File: src/rtl/alarm_clock_pkg.sv
// Shared BCD time types and helpers for the alarm clock datapath.
package alarm_clock_pkg;

    typedef struct packed {
        logic [7:0] hh;
        logic [7:0] mm;
        logic [7:0] ss;
    } bcd_time_t;

    typedef struct packed {
        logic [7:0] hh;
        logic [7:0] mm;
    } bcd_hm_t;

    localparam logic [7:0] SEC_MAX = 8'h59;
    localparam logic [7:0] MIN_MAX = 8'h59;

    function automatic logic bcd_valid(input logic [7:0] v);
        return (v[7:4] <= 4'd9) && (v[3:0] <= 4'd9);
    endfunction

    // Two-digit BCD encoding of a small non-negative integer.
    function automatic logic [7:0] to_bcd8(input int n);
        return 8'((((n / 10) % 10) * 16) + (n % 10));
    endfunction

endpackage

File: src/rtl/time_of_day_counter_if.sv
// Tick/load/alarm signal bundle between the seconds prescaler, the clock core and the display logic.
interface time_of_day_counter_if;
    logic        sec_tick;
    logic        load;
    logic [23:0] load_time;
    logic [15:0] alarm_time;
    logic        alarm_en;
    logic [23:0] time_out;
    logic        min_tick;
    logic        hour_tick;
    logic        day_tick;
    logic        alarm_hit;
    logic        load_err;

    modport master (
        output sec_tick, load, load_time, alarm_time, alarm_en,
        input  time_out, min_tick, hour_tick, day_tick, alarm_hit, load_err
    );

    modport slave (
        input  sec_tick, load, load_time, alarm_time, alarm_en,
        output time_out, min_tick, hour_tick, day_tick, alarm_hit, load_err
    );
endinterface

File: src/rtl/bcd_mod_counter.sv
// Two-digit BCD counter wrapping at MODULUS-1; wrap is the combinational carry into the next stage.
module bcd_mod_counter
    import alarm_clock_pkg::*;
#(
    parameter int MODULUS = 60
) (
    input  logic       clk,
    input  logic       reset_n,
    input  logic       inc,
    input  logic       load,
    input  logic [7:0] load_val,
    output logic [7:0] value,
    output logic       wrap
);

    localparam logic [7:0] MAX_BCD = to_bcd8(MODULUS - 1);

    assign wrap = inc && !load && (value == MAX_BCD);

    always_ff @(posedge clk or negedge reset_n) begin
        if (!reset_n) begin
            value <= 8'h00;
        end else if (load) begin
            value <= load_val;
        end else if (inc) begin
            if (value == MAX_BCD)
                value <= 8'h00;
            else if (value[3:0] == 4'd9)
                value <= {value[7:4] + 4'd1, 4'h0};
            else
                value <= {value[7:4], value[3:0] + 4'd1};
        end
    end

endmodule

File: src/rtl/time_of_day_counter.sv
// BCD hh:mm:ss time-of-day register with validated load, carry pulses and a one-shot alarm.
module time_of_day_counter
    import alarm_clock_pkg::*;
#(
    parameter int HOURS_PER_DAY = 24
) (
    input logic                  clk,
    input logic                  reset_n,
    time_of_day_counter_if.slave bus
);

    localparam logic [7:0] HH_MAX = to_bcd8(HOURS_PER_DAY - 1);
    localparam logic [0:0] IDLE   = 1'b0;
    localparam logic [0:0] HIT    = 1'b1;

    bcd_time_t  ld_time;
    bcd_hm_t    alarm_hm;
    logic       load_ok;
    logic       alarm_ok;
    logic       tick_p0;
    logic       ss_wrap, mm_wrap, hh_wrap;
    logic [7:0] ss_val, mm_val, hh_val;
    logic       tick_vld_p1;
    logic       min_tick_p1, hour_tick_p1, day_tick_p1, load_err_p1;
    logic       alarm_match;
    logic [0:0] alarm_state;

    assign ld_time  = bcd_time_t'(bus.load_time);
    assign alarm_hm = bcd_hm_t'(bus.alarm_time);

    assign load_ok = bus.load
                  && bcd_valid(ld_time.hh) && bcd_valid(ld_time.mm) && bcd_valid(ld_time.ss)
                  && (ld_time.ss <= SEC_MAX) && (ld_time.mm <= MIN_MAX) && (ld_time.hh <= HH_MAX);

    // A load request, valid or not, swallows a coincident tick.
    assign tick_p0 = bus.sec_tick && !bus.load;

    bcd_mod_counter #(.MODULUS(60)) u_ss (
        .clk(clk), .reset_n(reset_n), .inc(tick_p0), .load(load_ok),
        .load_val(ld_time.ss), .value(ss_val), .wrap(ss_wrap)
    );

    bcd_mod_counter #(.MODULUS(60)) u_mm (
        .clk(clk), .reset_n(reset_n), .inc(ss_wrap), .load(load_ok),
        .load_val(ld_time.mm), .value(mm_val), .wrap(mm_wrap)
    );

    bcd_mod_counter #(.MODULUS(HOURS_PER_DAY)) u_hh (
        .clk(clk), .reset_n(reset_n), .inc(mm_wrap), .load(load_ok),
        .load_val(ld_time.hh), .value(hh_val), .wrap(hh_wrap)
    );

    // Stage p0 -> p1: pulses registered at the same edge as the time update.
    always_ff @(posedge clk or negedge reset_n) begin
        if (!reset_n) begin
            tick_vld_p1  <= 1'b0;
            min_tick_p1  <= 1'b0;
            hour_tick_p1 <= 1'b0;
            day_tick_p1  <= 1'b0;
            load_err_p1  <= 1'b0;
        end else begin
            tick_vld_p1  <= tick_p0;
            min_tick_p1  <= ss_wrap;
            hour_tick_p1 <= mm_wrap;
            day_tick_p1  <= hh_wrap;
            load_err_p1  <= bus.load && !load_ok;
        end
    end

    assign alarm_ok = bcd_valid(alarm_hm.hh) && bcd_valid(alarm_hm.mm)
                   && (alarm_hm.mm <= MIN_MAX) && (alarm_hm.hh <= HH_MAX);

    // Only a tick-driven update qualifies, so a load onto the alarm time stays silent.
    assign alarm_match = tick_vld_p1 && bus.alarm_en && alarm_ok
                      && (ss_val == 8'h00)
                      && (hh_val == alarm_hm.hh) && (mm_val == alarm_hm.mm);

    // Stage p1 -> p2: alarm sequencing.
    always_ff @(posedge clk or negedge reset_n) begin
        if (!reset_n) begin
            alarm_state <= IDLE;
        end else begin
            case (alarm_state)
                IDLE:    alarm_state <= alarm_match ? HIT : IDLE;
                default: alarm_state <= IDLE;
            endcase
        end
    end

    assign bus.time_out  = {hh_val, mm_val, ss_val};
    assign bus.min_tick  = min_tick_p1;
    assign bus.hour_tick = hour_tick_p1;
    assign bus.day_tick  = day_tick_p1;
    assign bus.load_err  = load_err_p1;
    assign bus.alarm_hit = (alarm_state == HIT);

endmodule

File: src/flat_wrapper.sv
// flat-port wrapper written by rule: the top's interface ports become plain ports
module time_of_day_counter_flat import alarm_clock_pkg::*;
#(
    parameter int HOURS_PER_DAY = 24
)
  (clk, reset_n, bus_sec_tick, bus_load, bus_load_time, bus_alarm_time, bus_alarm_en, bus_time_out, bus_min_tick, bus_hour_tick, bus_day_tick, bus_alarm_hit, bus_load_err);
  time_of_day_counter_if bus_i ();
  input logic clk;
  input logic reset_n;
  input wire logic [$bits(bus_i.sec_tick)-1:0] bus_sec_tick;
  input wire logic [$bits(bus_i.load)-1:0] bus_load;
  input wire logic [$bits(bus_i.load_time)-1:0] bus_load_time;
  input wire logic [$bits(bus_i.alarm_time)-1:0] bus_alarm_time;
  input wire logic [$bits(bus_i.alarm_en)-1:0] bus_alarm_en;
  output wire logic [$bits(bus_i.time_out)-1:0] bus_time_out;
  output wire logic [$bits(bus_i.min_tick)-1:0] bus_min_tick;
  output wire logic [$bits(bus_i.hour_tick)-1:0] bus_hour_tick;
  output wire logic [$bits(bus_i.day_tick)-1:0] bus_day_tick;
  output wire logic [$bits(bus_i.alarm_hit)-1:0] bus_alarm_hit;
  output wire logic [$bits(bus_i.load_err)-1:0] bus_load_err;
  assign bus_i.sec_tick = bus_sec_tick;
  assign bus_i.load = bus_load;
  assign bus_i.load_time = bus_load_time;
  assign bus_i.alarm_time = bus_alarm_time;
  assign bus_i.alarm_en = bus_alarm_en;
  assign bus_time_out = bus_i.time_out;
  assign bus_min_tick = bus_i.min_tick;
  assign bus_hour_tick = bus_i.hour_tick;
  assign bus_day_tick = bus_i.day_tick;
  assign bus_alarm_hit = bus_i.alarm_hit;
  assign bus_load_err = bus_i.load_err;
  time_of_day_counter #(.HOURS_PER_DAY(HOURS_PER_DAY)) u_core (.clk(clk), .reset_n(reset_n), .bus(bus_i));
endmodule
File: config.mk
export PLATFORM = sky130hd
export DESIGN_NAME = time_of_day_counter_flat
export DESIGN_NICKNAME = d
export VERILOG_FILES = /design/src/rtl/alarm_clock_pkg.sv /design/src/rtl/time_of_day_counter_if.sv /design/src/rtl/bcd_mod_counter.sv /design/src/rtl/time_of_day_counter.sv /design/src/flat_wrapper.sv
export SDC_FILE = /design/constraint.sdc
export NUM_CORES = 1
export LEC_CHECK = 0
export BUFFER_PORTS_ARGS = -buffer_cell sky130_fd_sc_hd__buf_2
export CORE_UTILIZATION = 54
export CTS_CLUSTER_SIZE = 16
export DETAILED_ROUTE_END_ITERATION = 16
export PLACE_DENSITY = 0.86
export SYNTH_ARGS = -nofsm -noshare
export SYNTH_HDL_FRONTEND = slang
export SYNTH_SLANG_ARGS = --single-unit
File: constraint.sdc
create_clock -name clk -period 5.7 [get_ports clk]
set_input_delay 0.285 -clock clk [delete_from_list [all_inputs] [get_ports clk]]
set_output_delay 0.285 -clock clk [all_outputs]
set_load 0.005 [all_outputs]
==> flow_summary.toml <==
[pwr]
p_sw_uw = 249
p_seq_frac = 0.440
power_frac_clock = 0.245
peakVddDrop_mv = 0.185
p_leak_uw = 0.00125
p_int_uw = 463
sw_frac_of_total = 0.349
powerDensity_mw_per_mm2 = 278
p_comb_frac = 0.316

[detailed_routing]
firstDrtPassIters = 4
routed_via_density = 5.71
drtIter0Drc = 70
wl_met1_um = 2220
drc = 0
ant_nets = 0
wl_met2_um = 2380
post_drt_wl_per_cell_um = 14.6
wl_met3_um = 342
num_vias = 1976
wl_um = 5050
dr.max_layer_used = "met4"

[clock_network]
cts-hold-fix-buffers = 0
max-clock-path-buffers = 2
clk_pin_slew_ns = 0.06
cts_sinks = 30
root_buffer = "clkbuf_8"
tritoncts = "yes"
htree_levels = 2
cts_buffers = 5
post-cts-setup-buffers = 0
insertion_delay_ns = 0.28
cts-resized-gates = 0

[yosys]
ys_seq_area_frac = 0.363
netlist_area_mm2 = 0.00207
synth.distinct_cells = 53
avgSynthCellArea_um2 = 9.35
synth-main-ff-cell = "dfrtp_1"
synth_edf_count = 0
synth_fp_nets = 280
synth-seq-cells = 30
async_reset_ff_frac = 1.00
synth_cells = 221
yosysWarnings = 0

[placed_design]
dp_hpwl_um = 3950
dp.cells = 338
place_ws_ns = 3.49
place_area_mm2 = 0.00247
io_buffers = 73
gp_congestion = 0.903

[timing]
fin_skew_ns = 0.00490
fmax_mhz = 447
max_slew.worst_pin.slew_ns = 0.652
finalSetupTns_ns = 0
rsz0062_at_grt = "false"
worst_slack_ns = 3.46
min_period_ns = 2.24
max_slew_margin = 0.565
setup_viol_count_final = 0
slew_viol_final = 0
hold_viol_final = 0
period_share = 0.392

[die]
coreArea_mm2 = 0.00366
dieHeight_um = 63.9
dieArea_mm2 = 0.00408
fp.dieW_um = 63.9
ios = 74
num_rows = 22
start_util = 0.564

[setup_path]
startpoint_type = "flop"
required_ns = 5.90
crit_arrival_ns = 2.44
crit_fanout = 8
crit_type = "flop to flop"
rrSetupSlack_ns = 3.46
crit_path_end_kind = "flop"

[global_route]
grt_first_pass_wirelength_um = 8290
grt_use_total = 0.270
grt_pass1_vias = 1765
antenna_found_initial = 0
overflow = 0
grt_max_degree = 41

[worst_hold_path]
min_path_type = "primary input to async pin"

[run_status]
status = "finished clean"

[cells_and_area]
areaGrowthSynthToFinish_pct = 23.9
nNetsFinal = 356
n_antenna_cell = 0
fillers = 313
layout-drive-gt1-share = 0.319
finalNonFillerCells = 346
design_area_mm2 = 0.00256

[flow_run]
max-cap-violations = 0
-- cells in the mapped netlist (2+ instances only) --
cell type  number  area, um^2
xnor2_1         9        78.8
nand4_1         5        31.3
o21a_1          2        15.0
nor2b_1         3        18.8
nor3b_1         2        15.0
o211ai_1        2        15.0
clkbuf_1        3        11.3
inv_1          16        60.1
mux2_2          2        22.5
and3_1          2        12.5
nand4b_1        2        17.5
dfrtp_1        30         751
nand2b_1        3        18.8
nand3b_1        5        37.5
ha_1           14         175
a221o_1         2        20.0
xor2_1          6        52.6
buf_6           2        22.5
nor2_1         13        48.8
nand3_1         7        35.0
nor4b_1         2        17.5
a32oi_1         2        17.5
nor3_1          6        30.0
a21oi_1         6        30.0
nor4_1          3        18.8
nand2_1        15        56.3
a22oi_1         3        22.5
mux2i_1         4        40.0
a31oi_1         2        12.5
o21ai_0        18        90.1
o31ai_1         7        52.6
o21ai_1         2        10.0
-- per-stage QoR --
step	util	hold slack [ns]	total power, uW
global route	0.699	0.0907	765
floorplan	-	-0.0106	440
finish	0.699	0.0313	712
global placement	0.674	0.352	532
detailed placement	0.674	0.353	540
CTS	0.699	0.0481	717
-- sequential cells by signal, summed over array words and instances, names as in the netlist --
| register | count |
|---|---|
| u_core.bus.day_tick | 1 |
| u_core.tick_vld_p1 | 1 |
| u_core.bus.hour_tick | 1 |
| u_core.u_hh.value | 8 |
| u_core.u_mm.value | 8 |
| u_core.bus.alarm_hit | 1 |
| u_core.bus.min_tick | 1 |
| u_core.u_ss.value | 8 |
| u_core.bus.load_err | 1 |
-- critical path, stage by stage, from the launching register on --
cell and delay [ns]:
dfrtp_1 0.41, inv_1 0.10, ha_1 0.21, nand3b_1 0.16
or3_4 0.44, inv_6 0.09, nand2_2 0.05, or4_1 0.50
a21oi_1 0.18
-- power groups by stage --
stage / Clock [uW] / Sequential, uW / Combinational, uW
after floorplan: 0 / 309 / 131
after global placement: 0 / 313 / 219
after detailed placement: 0 / 316 / 225
after CTS: 179 / 312 / 227
after global routing: 188 / 323 / 254
final: 174 / 313 / 225
-- cell usage in the layout, fill, tap and decap left out, types with 3 or more instances in the layout --
cell type  count
nor2b_1        3
o21ai_0       18
buf_2         73
a22oi_1        3
nand3b_1       5
nor4_1         3
a21oi_1        6
o31ai_1        7
nor2_1        12
nand3_1        7
nand2_1       15
nor3_1         6
xnor2_1        9
nand4_1        5
clkbuf_8       6
mux2i_1        4
inv_1         16
nand2b_1       3
xor2_1         6
ha_1          14
dfrtp_1       30
-- layer usage --
layer,vias to the layer above,GRT usage
li1,964,-
met1,936,0.354
met2,65,0.430
met3,11,0.0643
met4,0,0.105
met5,-,0
-- final timing paths --
check | from | to | depth (start not counted)
worst max-delay path | u_core.u_ss.value[5] | u_core.u_mm.value[7] | 8
worst min-delay path | reset_n | u_core.u_mm.value[2] | 1
worst max register to register | u_core.u_ss.value[5] | u_core.u_mm.value[7] | 8
worst min register to register | u_core.u_hh.value[7] | u_core.u_hh.value[7] | 2
max in group asynchronous | reset_n | u_core.u_ss.value[6] | 1
min in group clk | bus_load_time[12] | u_core.u_mm.value[4] | 3
-- final cells by class --
type                    count  area, um^2  area share
multi-input cells         169        1210       0.475
flip-flops and latches     30         751       0.293
repair buffers             74         373       0.146
clock buffers               7        86.3      0.0337
inverters                  17        68.8      0.0269
well taps                  48        60.1      0.0235
clock inverters             1        5.00     0.00196
-- cells by family after synthesis --
family	count (synthesis)	synth area share
adder cells (fa/ha/maj)	14	0.0848
flip-flops	30	0.363
XOR/XNOR	15	0.0636
AO/OA/AOI/OAI	54	0.172
AND/OR/NAND/NOR	80	0.236
multiplexers	6	0.0303
buffers and inverters	22	0.0497
(Power assumes the default switching activity.)
